**src/rtl/spi_xfer_pkg.sv**
```systemverilog
// Shared definitions for the two-requester SPI transfer arbiter:
// register map, STATUS bit positions and FSM state encoding.
package spi_xfer_pkg;

    localparam logic [2:0] REG_RXDATA  = 3'd0;
    localparam logic [2:0] REG_TXDATA  = 3'd1;
    localparam logic [2:0] REG_STATUS  = 3'd2;
    localparam logic [2:0] REG_CONTROL = 3'd3;
    localparam logic [2:0] REG_SSMASK  = 3'd4;

    localparam int STAT_TMT  = 5;
    localparam int STAT_TRDY = 6;
    localparam int STAT_RRDY = 7;

    typedef enum logic [3:0] {
        ST_CFG,
        ST_IDLE,
        ST_SEL,
        ST_PT,
        ST_PTW,
        ST_TX,
        ST_PR,
        ST_PRW,
        ST_RD,
        ST_RDW,
        ST_FIN
    } state_t;

endpackage

```
**src/rtl/rr_arb2.sv**
```systemverilog
// Two-way round-robin arbiter: a lone request wins outright, a tie goes to
// the requester that did not win last time (requester 0 before any win).
module rr_arb2 (
    input  logic [1:0] req,
    input  logic       last,
    input  logic       last_valid,
    output logic [1:0] grant
);

    logic favour;

    always_comb begin
        favour = last_valid ? ~last : 1'b0;
        grant  = 2'b00;
        if (req == 2'b11) begin
            grant = favour ? 2'b10 : 2'b01;
        end else begin
            grant = req;
        end
    end

endmodule

```
**src/rtl/spi_xfer_arbiter.sv**
```systemverilog
// Shares one SPI master register port between two byte-transfer requesters:
// configures the IP once, then runs select / TX / poll / RX sequences per grant.
module spi_xfer_arbiter
    import spi_xfer_pkg::*;
#(
    parameter int            DW       = 8,
    parameter logic [DW-1:0] CTRL_VAL = '0,
    parameter int            TMO_W    = 16
) (
    input  logic          I_CLK,
    input  logic          I_RST,
    input  logic [1:0]    req,
    input  logic [DW-1:0] txd0,
    input  logic [DW-1:0] txd1,
    input  logic [2:0]    ss_sel0,
    input  logic [2:0]    ss_sel1,
    output logic [1:0]    gnt,
    output logic [1:0]    done,
    output logic          err,
    output logic [DW-1:0] rxd,
    output logic          busy,
    output logic          tx_en,
    output logic          rx_en,
    output logic [2:0]    waddr,
    output logic [2:0]    raddr,
    output logic [DW-1:0] wdata,
    input  logic [DW-1:0] rdata
);

    // The final permitted miss is seen when the counter already holds max-1.
    localparam logic [TMO_W-1:0] TMO_LAST = {{(TMO_W-1){1'b1}}, 1'b0};

    state_t          state;
    state_t          next_state;
    logic [TMO_W-1:0] poll_cnt;
    logic            tmo_q;
    logic [1:0]      gnt_q;
    logic            rr_last;
    logic            rr_valid;
    logic            cfg_done;
    logic [DW-1:0]   tx_byte;
    logic [2:0]      ss_q;
    logic [DW-1:0]   rxd_q;
    logic [1:0]      arb_grant;

    rr_arb2 u_arb (
        .req        (req),
        .last       (rr_last),
        .last_valid (rr_valid),
        .grant      (arb_grant)
    );

    always_comb begin
        next_state = state;
        tx_en      = 1'b0;
        rx_en      = 1'b0;
        waddr      = '0;
        raddr      = '0;
        wdata      = '0;
        done       = '0;
        err        = 1'b0;
        busy       = 1'b0;

        case (state)
            ST_CFG:  next_state = ST_IDLE;
            ST_IDLE: if (cfg_done && (req != 2'b00)) next_state = ST_SEL;
            ST_SEL:  next_state = ST_PT;
            ST_PT:   next_state = ST_PTW;
            ST_PTW: begin
                if (rdata[STAT_TRDY])        next_state = ST_TX;
                else if (poll_cnt == TMO_LAST) next_state = ST_FIN;
                else                         next_state = ST_PT;
            end
            ST_TX:   next_state = ST_PR;
            ST_PR:   next_state = ST_PRW;
            ST_PRW: begin
                if (rdata[STAT_RRDY])        next_state = ST_RD;
                else if (poll_cnt == TMO_LAST) next_state = ST_FIN;
                else                         next_state = ST_PR;
            end
            ST_RD:   next_state = ST_RDW;
            ST_RDW:  next_state = ST_FIN;
            ST_FIN:  next_state = ST_IDLE;
            default: next_state = ST_CFG;
        endcase

        // Port strobes are decoded from state; reset forces everything quiet.
        if (!I_RST) begin
            busy = (state != ST_IDLE);
            case (state)
                ST_CFG: begin
                    tx_en = 1'b1;
                    waddr = REG_CONTROL;
                    wdata = CTRL_VAL;
                end
                ST_SEL: begin
                    tx_en = 1'b1;
                    waddr = REG_SSMASK;
                    wdata = DW'(1) << ss_q;
                end
                ST_PT, ST_PR: begin
                    rx_en = 1'b1;
                    raddr = REG_STATUS;
                end
                ST_TX: begin
                    tx_en = 1'b1;
                    waddr = REG_TXDATA;
                    wdata = tx_byte;
                end
                ST_RD: begin
                    rx_en = 1'b1;
                    raddr = REG_RXDATA;
                end
                ST_FIN: begin
                    done = gnt_q;
                    err  = tmo_q;
                end
                default: ;
            endcase
        end
    end

    always_ff @(posedge I_CLK) begin
        if (I_RST) begin
            state    <= ST_CFG;
            poll_cnt <= '0;
            tmo_q    <= 1'b0;
            gnt_q    <= 2'b00;
            rr_last  <= 1'b0;
            rr_valid <= 1'b0;
            cfg_done <= 1'b0;
            tx_byte  <= '0;
            ss_q     <= '0;
            rxd_q    <= '0;
        end else begin
            state <= next_state;
            case (state)
                ST_CFG: cfg_done <= 1'b1;
                ST_IDLE: begin
                    if (next_state == ST_SEL) begin
                        gnt_q   <= arb_grant;
                        tx_byte <= arb_grant[1] ? txd1 : txd0;
                        ss_q    <= arb_grant[1] ? ss_sel1 : ss_sel0;
                        tmo_q   <= 1'b0;
                    end
                end
                ST_SEL, ST_TX: poll_cnt <= '0;
                ST_PTW, ST_PRW: begin
                    if (next_state == ST_FIN) begin
                        tmo_q <= 1'b1;
                    end else if ((next_state == ST_PT) || (next_state == ST_PR)) begin
                        poll_cnt <= poll_cnt + 1'b1;
                    end
                end
                ST_RDW: rxd_q <= rdata;
                ST_FIN: begin
                    gnt_q    <= 2'b00;
                    rr_last  <= gnt_q[1];
                    rr_valid <= 1'b1;
                end
                default: ;
            endcase
        end
    end

    assign gnt = gnt_q;
    assign rxd = rxd_q;

endmodule

```
**config.mk**
```make
export PLATFORM = sky130hd
export DESIGN_NAME = spi_xfer_arbiter
export DESIGN_NICKNAME = d
export VERILOG_FILES = /design/src/rtl/spi_xfer_pkg.sv /design/src/rtl/rr_arb2.sv /design/src/rtl/spi_xfer_arbiter.sv
export SDC_FILE = /design/constraint.sdc
export NUM_CORES = 1
export LEC_CHECK = 0
export BUFFER_PORTS_ARGS = -buffer_cell sky130_fd_sc_hd__buf_2
export CAP_MARGIN = 20
export CORE_ASPECT_RATIO = 0.75
export CORE_MARGIN = 2
export CORE_UTILIZATION = 30
export CTS_BUF_LIST = sky130_fd_sc_hd__clkbuf_16
export DETAILED_ROUTE_END_ITERATION = 16
export GPL_TIMING_DRIVEN = 0
export SYNTH_ARGS = -nofsm -noshare
export SYNTH_HDL_FRONTEND = slang
export SYNTH_SLANG_ARGS = --single-unit
```
**constraint.sdc**
```tcl
create_clock -name I_CLK -period 4.7 [get_ports I_CLK]
set_input_delay 0.94 -clock I_CLK [delete_from_list [all_inputs] [get_ports I_CLK]]
set_output_delay 0.94 -clock I_CLK [all_outputs]
set_load 0.02 [all_outputs]
```
==> results.yml <==
status:
  outcome: "finished, final reports clean"
global_routing:
  grt_overflow: 0
  grt_pass1_vias: 2311
  grt_pass1_wl_mm: 11.1
  antenna_found_initial: 0
  grtUsageTotal_pct: 14.0
  grt_max_degree: 15
power:
  p_leak_nw: 1.31
  vdd_drop_max_mv: 0.130
  powerDensity_nw_per_um2: 308
worst_setup_path:
  cp_max_fo: 10
  r2r-start: "poll_cnt[0]$_SDFFE_PP0P_"
  r2r_setup_slack_ns: 2.37
  start_kind: "register"
  r2r_cells: 9
  cp.required_ns: 3.76
  path_class: "register to output port"
  cp-end-kind: "output port"
  cp.arrival_ns: 2.49
  r2r_end: "poll_cnt[15]$_SDFFE_PP0P_"
min_path:
  min_to: "rxd[3]$_SDFFE_PP0N_"
  hp-class: "register to register"
  hold_start: "rxd[3]$_SDFFE_PP0N_"
  hold_depth: 2
logic_synthesis:
  ys_warn_count: 0
  synth_top_area_share_pct: 33.3
  synth_edf_count: 0
  ys_seq_area_share_pct: 33.3
  synth-seq-cells: 45
  synth_area_leaders: "dfxtp_1 33%, mux2i_1 9.3%, nand2_1 7.6%, a21oi_1 4.6%, nor2_1 4.4%"
  syn_inst: 330
  async_reset_ff_share_pct: 0
  yosys-top-cells-count: "55 x nand2_1, 45 x dfxtp_1, 32 x nor2_1, 25 x a21oi_1, 25 x mux2i_1"
  synth_cell_type_count: 49
  yosysMostFrequentCell: "nand2_1"
  ys.flop_type: "dfxtp_1"
  synthesis.area_um2: 2700
  synth_top_cell_by_area: "dfxtp_1"
  syn_area_per_cell_um2: 8.19
flow_run:
  drv_cap: 0
timing:
  hold_viol: 0
  layout_min_cycle_time_ns: 3.43
  post-route-period-util_pct: 73.0
  tns_ns: 0
  rsz0062_at_grt: "false"
  fin_skew_ns: 0.00402
  setup_viol: 0
  drv_slew: 0
  fmaxAchievable_mhz: 292
  slew_headroom_pct: 30.1
  worst_pin_slew_ns: 1.04
clock_network:
  cts_setup_buffers: 0
  insertion_delay_ns: 0.29
  clock_sinks: 45
  path_clk_slew_ns: 0.06
  cts_resized: 0
  cts-root-buf: "clkbuf_16"
  numCtsBuffers: 5
  htreeDepth: 2
  cts_tree: "yes"
  clockBufferDepth: 2
  ctsHoldBuffers: 0
drt:
  via_count: 2659
  firstDrtPassIters: 6
  via_per_inst: 5.24
  ant_nets: 0
  totalWireLength_mm: 6.87
  wl_per_cell_um: 13.5
  drtIter0Drc: 139
  drc: 0
finish:
  fin_area_um2: 3310
  antenna_cells: 0
  drive_above_1_share_pct: 27.1
  synthToLayoutAreaGrowth_pct: 22.5
  final_nets: 434
die:
  die_h_um: 86.2
  num_io_pins: 64
  start_util_pct: 31.4
  core_um2: 8600
  die_x_um: 114
  core.rowCount: 29
  die-area_um2: 9790
placed_design:
  hpwl_mm: 5.23
  numPortBuffers: 60
  gp_congestion: 0.874
  placed_cell_area_um2: 3140
## sequential cells by signal, indices dropped and copies added (netlist names)
register,flops
state,4
rr_last,1
tmo_q,1
rr_valid,1
tx_byte,8
ss_q,3
cfg_done,1
gnt,2
poll_cnt,16
rxd,8
## worst max-delay path: stages, from the launching register on
cell and delay [ns]:
dfxtp_1 0.32, buf_2 0.17, buf_2 0.18, nand2b_1 0.22, nor3_1 0.86, nand2_1 0.14
o31ai_1 0.10, buf_2 0.20
## stage by stage
stage / util (%) / cells / hold WS, ns / power [mW] / setup slack [ns]
detailed placement: 36.5 / 499 / 0.446 / 0.624 / 1.31
finish: 38.5 / 507 / 0.451 / 1.02 / 1.27
floorplan: - / 331 / 0.423 / 0.567 / 1.49
CTS: 38.5 / 507 / 0.455 / 1.03 / 1.30
global route: 38.5 / 507 / 0.482 / 1.06 / 1.07
global placement: 36.5 / 499 / 0.438 / 0.623 / 1.24
## metal layers
layer / vias to the layer above / wire (um) / part of all wire (%) / GRT usage (%)
met5: - / 0 / 0 / 0
met4: 0 / 128 / 1.9 / 5.54
met3: 13 / 417 / 6.1 / 2.80
met2: 83 / 2860 / 42 / 20.4
met1: 1249 / 3460 / 50 / 20.2
li1: 1314 / - / - / -
## power by group
group | internal (mW) | leakage [nW] | switching, mW
Combinational | 0.0762 | 0.857 | 0.132
Sequential | 0.397 | 0.365 | 0.0124
Clock | 0.250 | 0.0852 | 0.151
## worst max path at each step
| stage | slack, ns | cells past startpoint | start | end |
|---|---|---|---|---|
| after floorplan | 1.49 | 5 | I_RST | wdata[4] |
| after CTS | 1.30 | 7 | state[1]$_SDFF_PP0_ | wdata[6] |
| final | 1.27 | 7 | state[1]$_SDFF_PP0_ | wdata[5] |
| after global routing | 1.07 | 7 | state[1]$_SDFF_PP0_ | wdata[5] |
| after global placement | 1.24 | 5 | I_RST | wdata[6] |
| after detailed placement | 1.31 | 5 | I_RST | wdata[6] |
## logic make-up (layout without fill, tap and decap cells)
group                    Yosys count  count (layout)  share of synthesized area, %
adder cells (fa/ha/maj)            2               2                         0.926
buffers and inverters             27              95                          4.72
AND/OR/NAND/NOR                  147             147                          27.9
AO/OA/AOI/OAI                     82              82                          23.4
other                              1               2                         0.139
multiplexers                      25              25                          9.26
XOR/XNOR                           1               1                         0.324
flip-flops                        45              45                          33.3
## area by class of cell
class,instances,area [um2]
buffer,20,101
clock buffer,5,125
clock inverter,3,42.5
fill,854,5290
inverter,7,26.3
multi-input combinational,259,1680
sequential,45,901
tap,108,135
timing repair buffer,60,300
## placed cells by master, fill, tap and decap left out, types with 3 or more instances in the layout
master / netlist / routed
clkbuf_1: 9 / 9
nor2_1: 32 / 32
a21oi_1: 25 / 25
inv_1: 7 / 8
nand2_1: 55 / 55
a211oi_2: 6 / 6
buf_4: 3 / 3
nand2b_1: 4 / 4
nor3_1: 5 / 5
a32o_1: 4 / 4
and2_1: 6 / 6
clkbuf_16: 0 / 5
a21o_1: 3 / 3
nor2b_1: 7 / 7
nand3_1: 5 / 5
o21ai_0: 9 / 9
and3_1: 3 / 3
or2_2: 14 / 14
dfxtp_1: 45 / 45
a211oi_1: 13 / 13
o31ai_1: 4 / 4
nand4_1: 7 / 7
buf_2: 6 / 66
mux2i_1: 25 / 25
Power figures use the tool's default switching activity.
